### src/rtl/div_seq_pkg.sv
// Shared types for the divider request sequencer.
// Holds the FSM state encoding and the default operand width.
package div_seq_pkg;

  localparam int DIV_W = 32;

  typedef enum logic [1:0] {
    IDLE,
    ISSUE,
    WAIT
  } state_t;

endpackage

### src/rtl/div_req_fifo.sv
// Request FIFO for the divider sequencer.
// Registered count; pointers wrap naturally (power-of-two depth).
module div_req_fifo #(
  parameter int W     = 64,
  parameter int DEPTH = 4
) (
  input  logic                     clk,
  input  logic                     rst_n,
  input  logic                     push,
  input  logic                     pop,
  input  logic [W-1:0]             din,
  output logic [W-1:0]             dout,
  output logic [$clog2(DEPTH):0]   count,
  output logic                     full,
  output logic                     empty
);

  localparam int AW = $clog2(DEPTH);
  localparam int CW = AW + 1;

  logic [W-1:0]  mem [DEPTH];
  logic [AW-1:0] wr_ptr;
  logic [AW-1:0] rd_ptr;
  logic          do_push;
  logic          do_pop;

  assign full    = (count == CW'(DEPTH));
  assign empty   = (count == '0);
  assign do_push = push && !full;
  assign do_pop  = pop && !empty;
  assign dout    = mem[rd_ptr];

  always_ff @(posedge clk) begin
    if (do_push) begin
      mem[wr_ptr] <= din;
    end
  end

  always_ff @(posedge clk or negedge rst_n) begin
    if (!rst_n) begin
      wr_ptr <= '0;
      rd_ptr <= '0;
      count  <= '0;
    end else begin
      if (do_push) begin
        wr_ptr <= wr_ptr + 1'b1;
      end
      if (do_pop) begin
        rd_ptr <= rd_ptr + 1'b1;
      end
      unique case ({do_push, do_pop})
        2'b10:   count <= count + CW'(1);
        2'b01:   count <= count - CW'(1);
        default: count <= count;
      endcase
    end
  end

endmodule

### src/rtl/div_request_sequencer.sv
// Feeds queued signed division requests to the divider one at a time.
// Divide-by-zero is answered locally; results leave in request order.
module div_request_sequencer
  import div_seq_pkg::*;
#(
  parameter int tamanyo = DIV_W,
  parameter int DEPTH   = 4
) (
  input  logic               CLK,
  input  logic               RSTn,
  input  logic               IN_VALID,
  output logic               IN_READY,
  input  logic [tamanyo-1:0] IN_NUM,
  input  logic [tamanyo-1:0] IN_DEN,
  output logic               DIV_START,
  output logic [tamanyo-1:0] DIV_NUM,
  output logic [tamanyo-1:0] DIV_DEN,
  input  logic [tamanyo-1:0] DIV_COC,
  input  logic [tamanyo-1:0] DIV_RES,
  input  logic               DIV_DONE,
  output logic               OUT_VALID,
  input  logic               OUT_READY,
  output logic [tamanyo-1:0] OUT_COC,
  output logic [tamanyo-1:0] OUT_RES,
  output logic               OUT_DZ,
  output logic               BUSY
);

  localparam int CW = $clog2(DEPTH) + 1;

  state_t                 state;
  state_t                 state_n;
  logic                   done_q;
  logic                   done_rise;
  logic [2*tamanyo-1:0]   head;
  logic [tamanyo-1:0]     head_num;
  logic [tamanyo-1:0]     head_den;
  logic [CW-1:0]          fifo_count;
  logic                   fifo_full;
  logic                   fifo_empty;
  logic                   pop;
  logic                   load_div;
  logic                   load_dz;
  logic                   load_res;

  div_req_fifo #(
    .W     (2 * tamanyo),
    .DEPTH (DEPTH)
  ) u_fifo (
    .clk   (CLK),
    .rst_n (RSTn),
    .push  (IN_VALID),
    .pop   (pop),
    .din   ({IN_NUM, IN_DEN}),
    .dout  (head),
    .count (fifo_count),
    .full  (fifo_full),
    .empty (fifo_empty)
  );

  assign head_num  = head[2*tamanyo-1 -: tamanyo];
  assign head_den  = head[tamanyo-1:0];
  assign IN_READY  = !fifo_full;
  assign DIV_START = (state == ISSUE);
  assign done_rise = DIV_DONE && !done_q;
  assign BUSY      = (fifo_count != '0)
                   || (state != IDLE)
                   || OUT_VALID;

  always_comb begin
    state_n  = state;
    pop      = 1'b0;
    load_div = 1'b0;
    load_dz  = 1'b0;
    load_res = 1'b0;
    unique case (state)
      IDLE: begin
        if (!fifo_empty && !OUT_VALID) begin
          pop = 1'b1;
          if (head_den == '0) begin
            load_dz = 1'b1;
          end else begin
            load_div = 1'b1;
            state_n  = ISSUE;
          end
        end
      end
      ISSUE: state_n = WAIT;
      WAIT: begin
        // Only a fresh DONE edge counts; a stale high level is ignored.
        if (done_rise) begin
          load_res = 1'b1;
          state_n  = IDLE;
        end
      end
      default: state_n = IDLE;
    endcase
  end

  always_ff @(posedge CLK or negedge RSTn) begin
    if (!RSTn) begin
      state  <= IDLE;
      done_q <= 1'b0;
    end else begin
      state  <= state_n;
      done_q <= DIV_DONE;
    end
  end

  always_ff @(posedge CLK or negedge RSTn) begin
    if (!RSTn) begin
      DIV_NUM <= '0;
      DIV_DEN <= '0;
    end else if (load_div) begin
      DIV_NUM <= head_num;
      DIV_DEN <= head_den;
    end
  end

  always_ff @(posedge CLK or negedge RSTn) begin
    if (!RSTn) begin
      OUT_VALID <= 1'b0;
      OUT_COC   <= '0;
      OUT_RES   <= '0;
      OUT_DZ    <= 1'b0;
    end else if (load_dz) begin
      OUT_VALID <= 1'b1;
      OUT_COC   <= '0;
      OUT_RES   <= head_num;
      OUT_DZ    <= 1'b1;
    end else if (load_res) begin
      OUT_VALID <= 1'b1;
      OUT_COC   <= DIV_COC;
      OUT_RES   <= DIV_RES;
      OUT_DZ    <= 1'b0;
    end else if (OUT_VALID && OUT_READY) begin
      OUT_VALID <= 1'b0;
    end
  end

endmodule

### config.mk
export PLATFORM = sky130hd
export DESIGN_NAME = div_request_sequencer
export DESIGN_NICKNAME = d
export VERILOG_FILES = /design/src/rtl/div_seq_pkg.sv /design/src/rtl/div_req_fifo.sv /design/src/rtl/div_request_sequencer.sv
export SDC_FILE = /design/constraint.sdc
export NUM_CORES = 1
export LEC_CHECK = 0
export ABC_CLOCK_PERIOD_IN_PS = 7400
export BUFFER_PORTS_ARGS = -buffer_cell sky130_fd_sc_hd__buf_4
export CELL_PAD_IN_SITES_DETAIL_PLACEMENT = 0
export CELL_PAD_IN_SITES_GLOBAL_PLACEMENT = 1
export CORE_MARGIN = 2
export CORE_UTILIZATION = 30
export CTS_CLUSTER_SIZE = 12
export DETAILED_ROUTE_END_ITERATION = 10
export PLACE_DENSITY_LB_ADDON = 0.1
export SLEW_MARGIN = 15
export SYNTH_ARGS = -nofsm -noshare
export SYNTH_HDL_FRONTEND = slang
export SYNTH_SLANG_ARGS = --single-unit
### constraint.sdc
create_clock -name CLK -period 7.4 [get_ports CLK]
set_clock_uncertainty 0.15 [all_clocks]
set_input_delay 0.37 -clock CLK [delete_from_list [all_inputs] [get_ports CLK]]
set_output_delay 0.37 -clock CLK [all_outputs]
set_load 0.005 [all_outputs]
# After elaboration in Yosys (flattened, before gate mapping)
# Memory sizes are Yosys's and may differ from the RTL's.
# Index checks and enable logic that the tools add are counted.
# classes
addsub,4
eq_ne,8
n_reduce_logical,20
n_mux,26
# op_table
op,count
$mux 32,4
$logic_not 32->1,1
$mux 1,17
$mux 2,3
$ne 2x2->1 const B,3
$pmux 2 s3,1
$pmux 3 s2,1
$reduce_bool 2->1,3
$reduce_bool 3->1,2
$logic_and 1x1->1,5
$add 2x1->2 const B,2
$eq 2x1->1 const B,2
$eq 2x2->1 const B,2
$logic_not 1->1,4
$add 3x1->3 const B,1
$eq 3x3->1 const B,1
$logic_not 3->1,1
$reduce_and 3->1,1
$sub 3x1->3 const B,1
$logic_not 2->1,1
$logic_or 1x1->1,2
# word_totals
ram_bits,256
n_memories,1
reg_bits,140
word_cells,70
out_inout_bits,133
in_bits,133
# mem_list
name,depth,word_bits,read_ports,rd_ports_with_merged_regs,write_ports,line,text
u_fifo.mem,4,64,1,0,1,div_req_fifo.sv:21,logic [W-1:0] mem [DEPTH];

# Longest topological paths before layout
# logic_depth
depth_word,8
depth_mapped,10
depth_no_buf,10

# By module
# A second synthesis with hierarchy kept.
# hier_totals
hier_cells,780
area_unflattened_um2,15163.3
# by_module_without_submodules
mod,area_each_um2,instances,cells_per_inst,seq_area_each_um2
div_req_fifo,9655.5,1,371,7862.5
div_request_sequencer,5507.8,1,409,3328.2

# Worst setup path after synthesis
# OpenSTA, ideal clock, no wires.
# synth_path
kind,reg2reg
startpoint,register u_fifo.rd_ptr[0]
endpoint,register DIV_DEN[15]
required_ps,7125
path_stages_with_launch,10
path_slack_ps,4639
period_less_slack_ps,2761
t_arrival_ps,2486
cell_sequence,dfrtp_1 -> buf_4 -> buf_2 -> mux4_2 -> nor4_1 -> nand4_1 -> o21ai_1 -> buf_4 -> buf_6 -> mux2_2
# synth_between
elab_chain_cells,5
# synth_lines
element,line,text
from (decl),div_req_fifo.sv:23,logic [AW-1:0] rd_ptr;
from (signal assigned),div_req_fifo.sv:49,rd_ptr <= rd_ptr + 1'b1;
$mem_v2 4x64 *,-,
$logic_not 32->1,div_request_sequencer.sv:80,if (head_den == '0) begin
$mux 1,div_request_sequencer.sv:80,
$mux 1,div_request_sequencer.sv:78,if (!fifo_empty && !OUT_VALID) begin
$mux 1,div_request_sequencer.sv:76,unique case (state)
to (signal assigned),div_request_sequencer.sv:116,DIV_DEN <= head_den;
to (decl),div_request_sequencer.sv:17,"output logic [tamanyo-1:0] DIV_DEN,"
# Mark *: on every way between the ends. The rest lies on a longest branch, timed or not.
# A chain may end at the register's enable or synchronous reset.

# Worst setup path after layout
# layout_path
startpoint,register u_fifo.rd_ptr[0]
endpoint,register OUT_RES[9]
# layout_between
elab_chain_cells,6
elab_cells_between_ends,7
# layout_lines
element,line,text
$mem_v2 4x64 *,-,
$logic_not 32->1,div_request_sequencer.sv:80,
$mux 1,div_request_sequencer.sv:80,
$mux 1,div_request_sequencer.sv:78,
$mux 1,div_request_sequencer.sv:76,
$mux 32 / $reduce_bool 2->1 (equally long branches),-,
to (signal assigned),div_request_sequencer.sv:129,OUT_RES <= head_num;
to (decl),div_request_sequencer.sv:24,"output logic [tamanyo-1:0] OUT_RES,"
# Marks and branches as above.

==> flow_metrics.env <==
export IMPL_status="finished, final reports clean"
export IMPL_cp_slowest_cell="sky130_fd_sc_hd__nor3_4"
export IMPL_tightest_slew_ns=1.058
export IMPL_crit_arrival_ns=5.04
export IMPL_coreArea_um2=49860
export IMPL_pre_cts_slack_ns=2.446
export IMPL_grt_setup_unrepaired="false"
export IMPL_final_setup_worst_slack_ns=2.641
export IMPL_drtIter0Drc=453
export IMPL_synth_top_cell_area_share_pct=50.94
export IMPL_timing_final_crit_share_pct=64.31
export IMPL_post_drt_via_cell_ratio=4.421
export IMPL_maxClockFrequency_mhz=210.1
export IMPL_timing_critical_path_buf_inv=2
export IMPL_start_kind="flop"
export IMPL_dieArea_um2=52110
export IMPL_power_total_mw=8.166
export IMPL_post_cts_buffers=0
export IMPL_grt_first_pass_wirelength_mm=59.27
export IMPL_timing_critical_path_cells="buf_4, mux4_2, nor4_1, nand4_1, nor3_4, buf_12, mux2_2"
export IMPL_post_cts_resize_count=0
export IMPL_post_synth_main_area_contributors="sky130_fd_sc_hd__edfxtp_1, sky130_fd_sc_hd__dfrtp_1, sky130_fd_sc_hd__mux4_2"
export IMPL_synth_enable_flop_cells=256
export IMPL_cap_viol_max_count=0
export IMPL_clk_transition_reported_paths_ns=0.06
export IMPL_cts_hold_buffers_added=131
export IMPL_yosysUniqueCellTypes=35
export IMPL_synth_cells_most_frequent="sky130_fd_sc_hd__edfxtp_1, sky130_fd_sc_hd__nand2_1, sky130_fd_sc_hd__dfrtp_1"
export IMPL_layout_drive_gt1_share_pct=39.20
export IMPL_routed_wirelength_mm=38.38
export IMPL_drc=0
export IMPL_global_route_usage_total_pct=14.90
export IMPL_ctsLongestPathBuffers=3
export IMPL_die_width_um=228.3
export IMPL_max_vdd_ir_drop_mv=0.2362
export IMPL_synthDominantAreaCellType="sky130_fd_sc_hd__edfxtp_1"
export IMPL_postSynthCellCount=846
export IMPL_yosys_most_used_dff="sky130_fd_sc_hd__edfxtp_1"
export IMPL_netlist_area_um2=15090
export IMPL_cts_htree_levels=2
export IMPL_synth_sequential_area_ratio_pct=74.16
export IMPL_synth_ff_latch_count=396
export IMPL_fin_nets=1398
export IMPL_placement_io_buffers=265
export IMPL_hpwl_mm=23.57
export IMPL_gr_total_overflow=0
export IMPL_drt_wirelength_per_cell_um=19.50
export IMPL_antennaDiodeCount=0
export IMPL_synth_warning_count=0
export IMPL_cts_root_buf="sky130_fd_sc_hd__clkbuf_16"
export IMPL_timing_max_transition_violations_final=0
export IMPL_power_density_nw_per_um2=395.7
export IMPL_final_cell_area_um2=20640
export IMPL_finalHoldViolations=0
export IMPL_async_reset_ff_share_pct=35.35
export IMPL_num_vias=8700
export IMPL_synth_nets=985
export IMPL_area_growth_synth_to_final_pct=36.77
export IMPL_worst_hold_path_type="in -> reg"
export IMPL_cts_num_sinks=396
export IMPL_synth_most_common_cell="sky130_fd_sc_hd__edfxtp_1"
export IMPL_finalWorstPathRequiredPeriod_ns=4.759
export IMPL_setup_violations=0
export IMPL_crit_fanout=50
export IMPL_antenna_found_initial=0
export IMPL_worstSkewPairLatency_ns=0.56
export IMPL_placementRows=82
export IMPL_dpl_cell_area_um2=17860
export IMPL_place_congestion=0.7166
export IMPL_pin_count_of_the_biggest_net_entering_global_routing=85
export IMPL_worst_setup_path_end_kind="flop"
export IMPL_cp_slowest_stage_delay_ns=0.96
export IMPL_crit_type="reg -> reg"
export IMPL_first_global_vias=9498
export IMPL_ioPinCount=266
export IMPL_kind_of_cell_adding_the_most_delay_to_the_critical_path="simple AND/OR/NAND/NOR gates"
export IMPL_finalSetupTns_ns=0
export IMPL_cts_inserted_buffers=45
export IMPL_timing_max_slew_rel_slack_pct=29.21
export IMPL_firstDrtPassIters=4
export IMPL_power_leakage_nw=8.096
export IMPL_required_time_of_the_critical_path_ns=7.68
export IMPL_die_y_um=228.3
export IMPL_start_util_pct=30.26
export IMPL_postSynthAreaPerCell_um2=17.84
export IMPL_cts_tree="yes"
export IMPL_ant_nets=0
export IMPL_final_standard_cell_utilization_of_the_core_pct=41.39
==> layout make-up <==
cell class                      instances  area (µm²)
Fill cell                            4682       29220
Sequential cell                       396       11200
Multi-Input combinational cell        399        3679
Timing Repair Buffer                  408        3420
Clock buffer                           74        1389
Tap cell                              672       840.8
Clock inverter                         10       80.08
Inverter                                9       33.78
==> cells by family after synthesis <==
logic type      after synthesis  synth area share, %
simple gates                189                5.132
compound gates               37                1.285
flops                       396                74.16
fa+ha+maj                     6               0.5472
mux                         161                16.78
xor+xnor                      6               0.3483
buf+inv                      51                1.749
==> worst register-to-register path, stage by stage, from the launching register on <==
cell                      delay [ns]
sky130_fd_sc_hd__dfrtp_4        0.85
sky130_fd_sc_hd__buf_4          0.50
sky130_fd_sc_hd__mux4_2         0.57
sky130_fd_sc_hd__nor4_1         0.40
sky130_fd_sc_hd__nand4_1        0.40
sky130_fd_sc_hd__nor3_4         0.97
sky130_fd_sc_hd__buf_12         0.37
sky130_fd_sc_hd__mux2_2         0.42
==> layout by cell type, fill, tap and decap left out, types with 3 or more instances in the layout <==
cell type                       netlist  routed
sky130_fd_sc_hd__mux2_1               3       3
sky130_fd_sc_hd__edfxtp_1           256     256
sky130_fd_sc_hd__inv_1                9       9
sky130_fd_sc_hd__xnor2_1              3       3
sky130_fd_sc_hd__clkinv_2             0       5
sky130_fd_sc_hd__clkbuf_8             0       9
sky130_fd_sc_hd__clkbuf_16            0      48
sky130_fd_sc_hd__dfrtp_1            140     138
sky130_fd_sc_hd__mux4_2              64      64
sky130_fd_sc_hd__dlygate4sd3_1        0     131
sky130_fd_sc_hd__buf_4                7     274
sky130_fd_sc_hd__mux2_2              93      93
sky130_fd_sc_hd__nor2b_1              3       3
sky130_fd_sc_hd__nand2_1            163     163
sky130_fd_sc_hd__nor4_1               8       8
sky130_fd_sc_hd__a21oi_1             32      32
sky130_fd_sc_hd__xor2_1               3       3
sky130_fd_sc_hd__ha_1                 5       5
sky130_fd_sc_hd__clkbuf_1            18      17
sky130_fd_sc_hd__and3_4               0       4
==> power breakdown <==
part	leakage [nW]	internal (mW)	total [mW]	switching, mW
Clock	0.722	1.31	2.19	0.877
Combinational	3.34	1.40	2.53	1.12
Sequential	4.04	3.06	3.45	0.384
==> per-stage QoR <==
step                      instances  hold WS [ns]
after floorplan                 846      -0.07559
after global placement         1753        0.3176
after detailed placement       1753        0.3394
after CTS                      1968       0.05941
after global routing           1968        0.1151
final                          1968       0.08601
==> metal layers <==
metal | track usage [%] | routed length, µm | part of all wire (%)
met5 | 0 | 0 | 0
met4 | 4.636 | 861 | 2.2
met2 | 25.31 | 19090 | 50
met3 | 2.900 | 1606 | 4.2
met1 | 19.28 | 16820 | 44
==> sequential cells by signal, indices dropped and copies added, names as in the netlist <==
signal	cells
u_fifo.wr_ptr	2
u_fifo.rd_ptr	2
state	2
OUT_COC	32
OUT_VALID	1
done_q	1
DIV_DEN	32
OUT_RES	32
DIV_NUM	32
u_fifo.count	3
OUT_DZ	1
u_fifo.mem	256
==> path summary, 6_finish.rpt <==
| check | startpoint | to | slack, ns | cells past startpoint |
|---|---|---|---|---|
| setup reg to reg | u_fifo.rd_ptr[0] | OUT_RES[9] | 2.64 | 7 |
| min in group asynchronous | RSTn | OUT_COC[1] | 0.27 | 2 |
| hold / removal | IN_VALID | u_fifo.wr_ptr[0] | 0.09 | 3 |
| max in group asynchronous | RSTn | u_fifo.rd_ptr[0] | 5.27 | 3 |
| setup / recovery | u_fifo.rd_ptr[0] | OUT_RES[9] | 2.64 | 7 |
| hold reg to reg | DIV_NUM[1] | DIV_NUM[1] | 0.35 | 1 |
(Power assumes the default switching activity.)
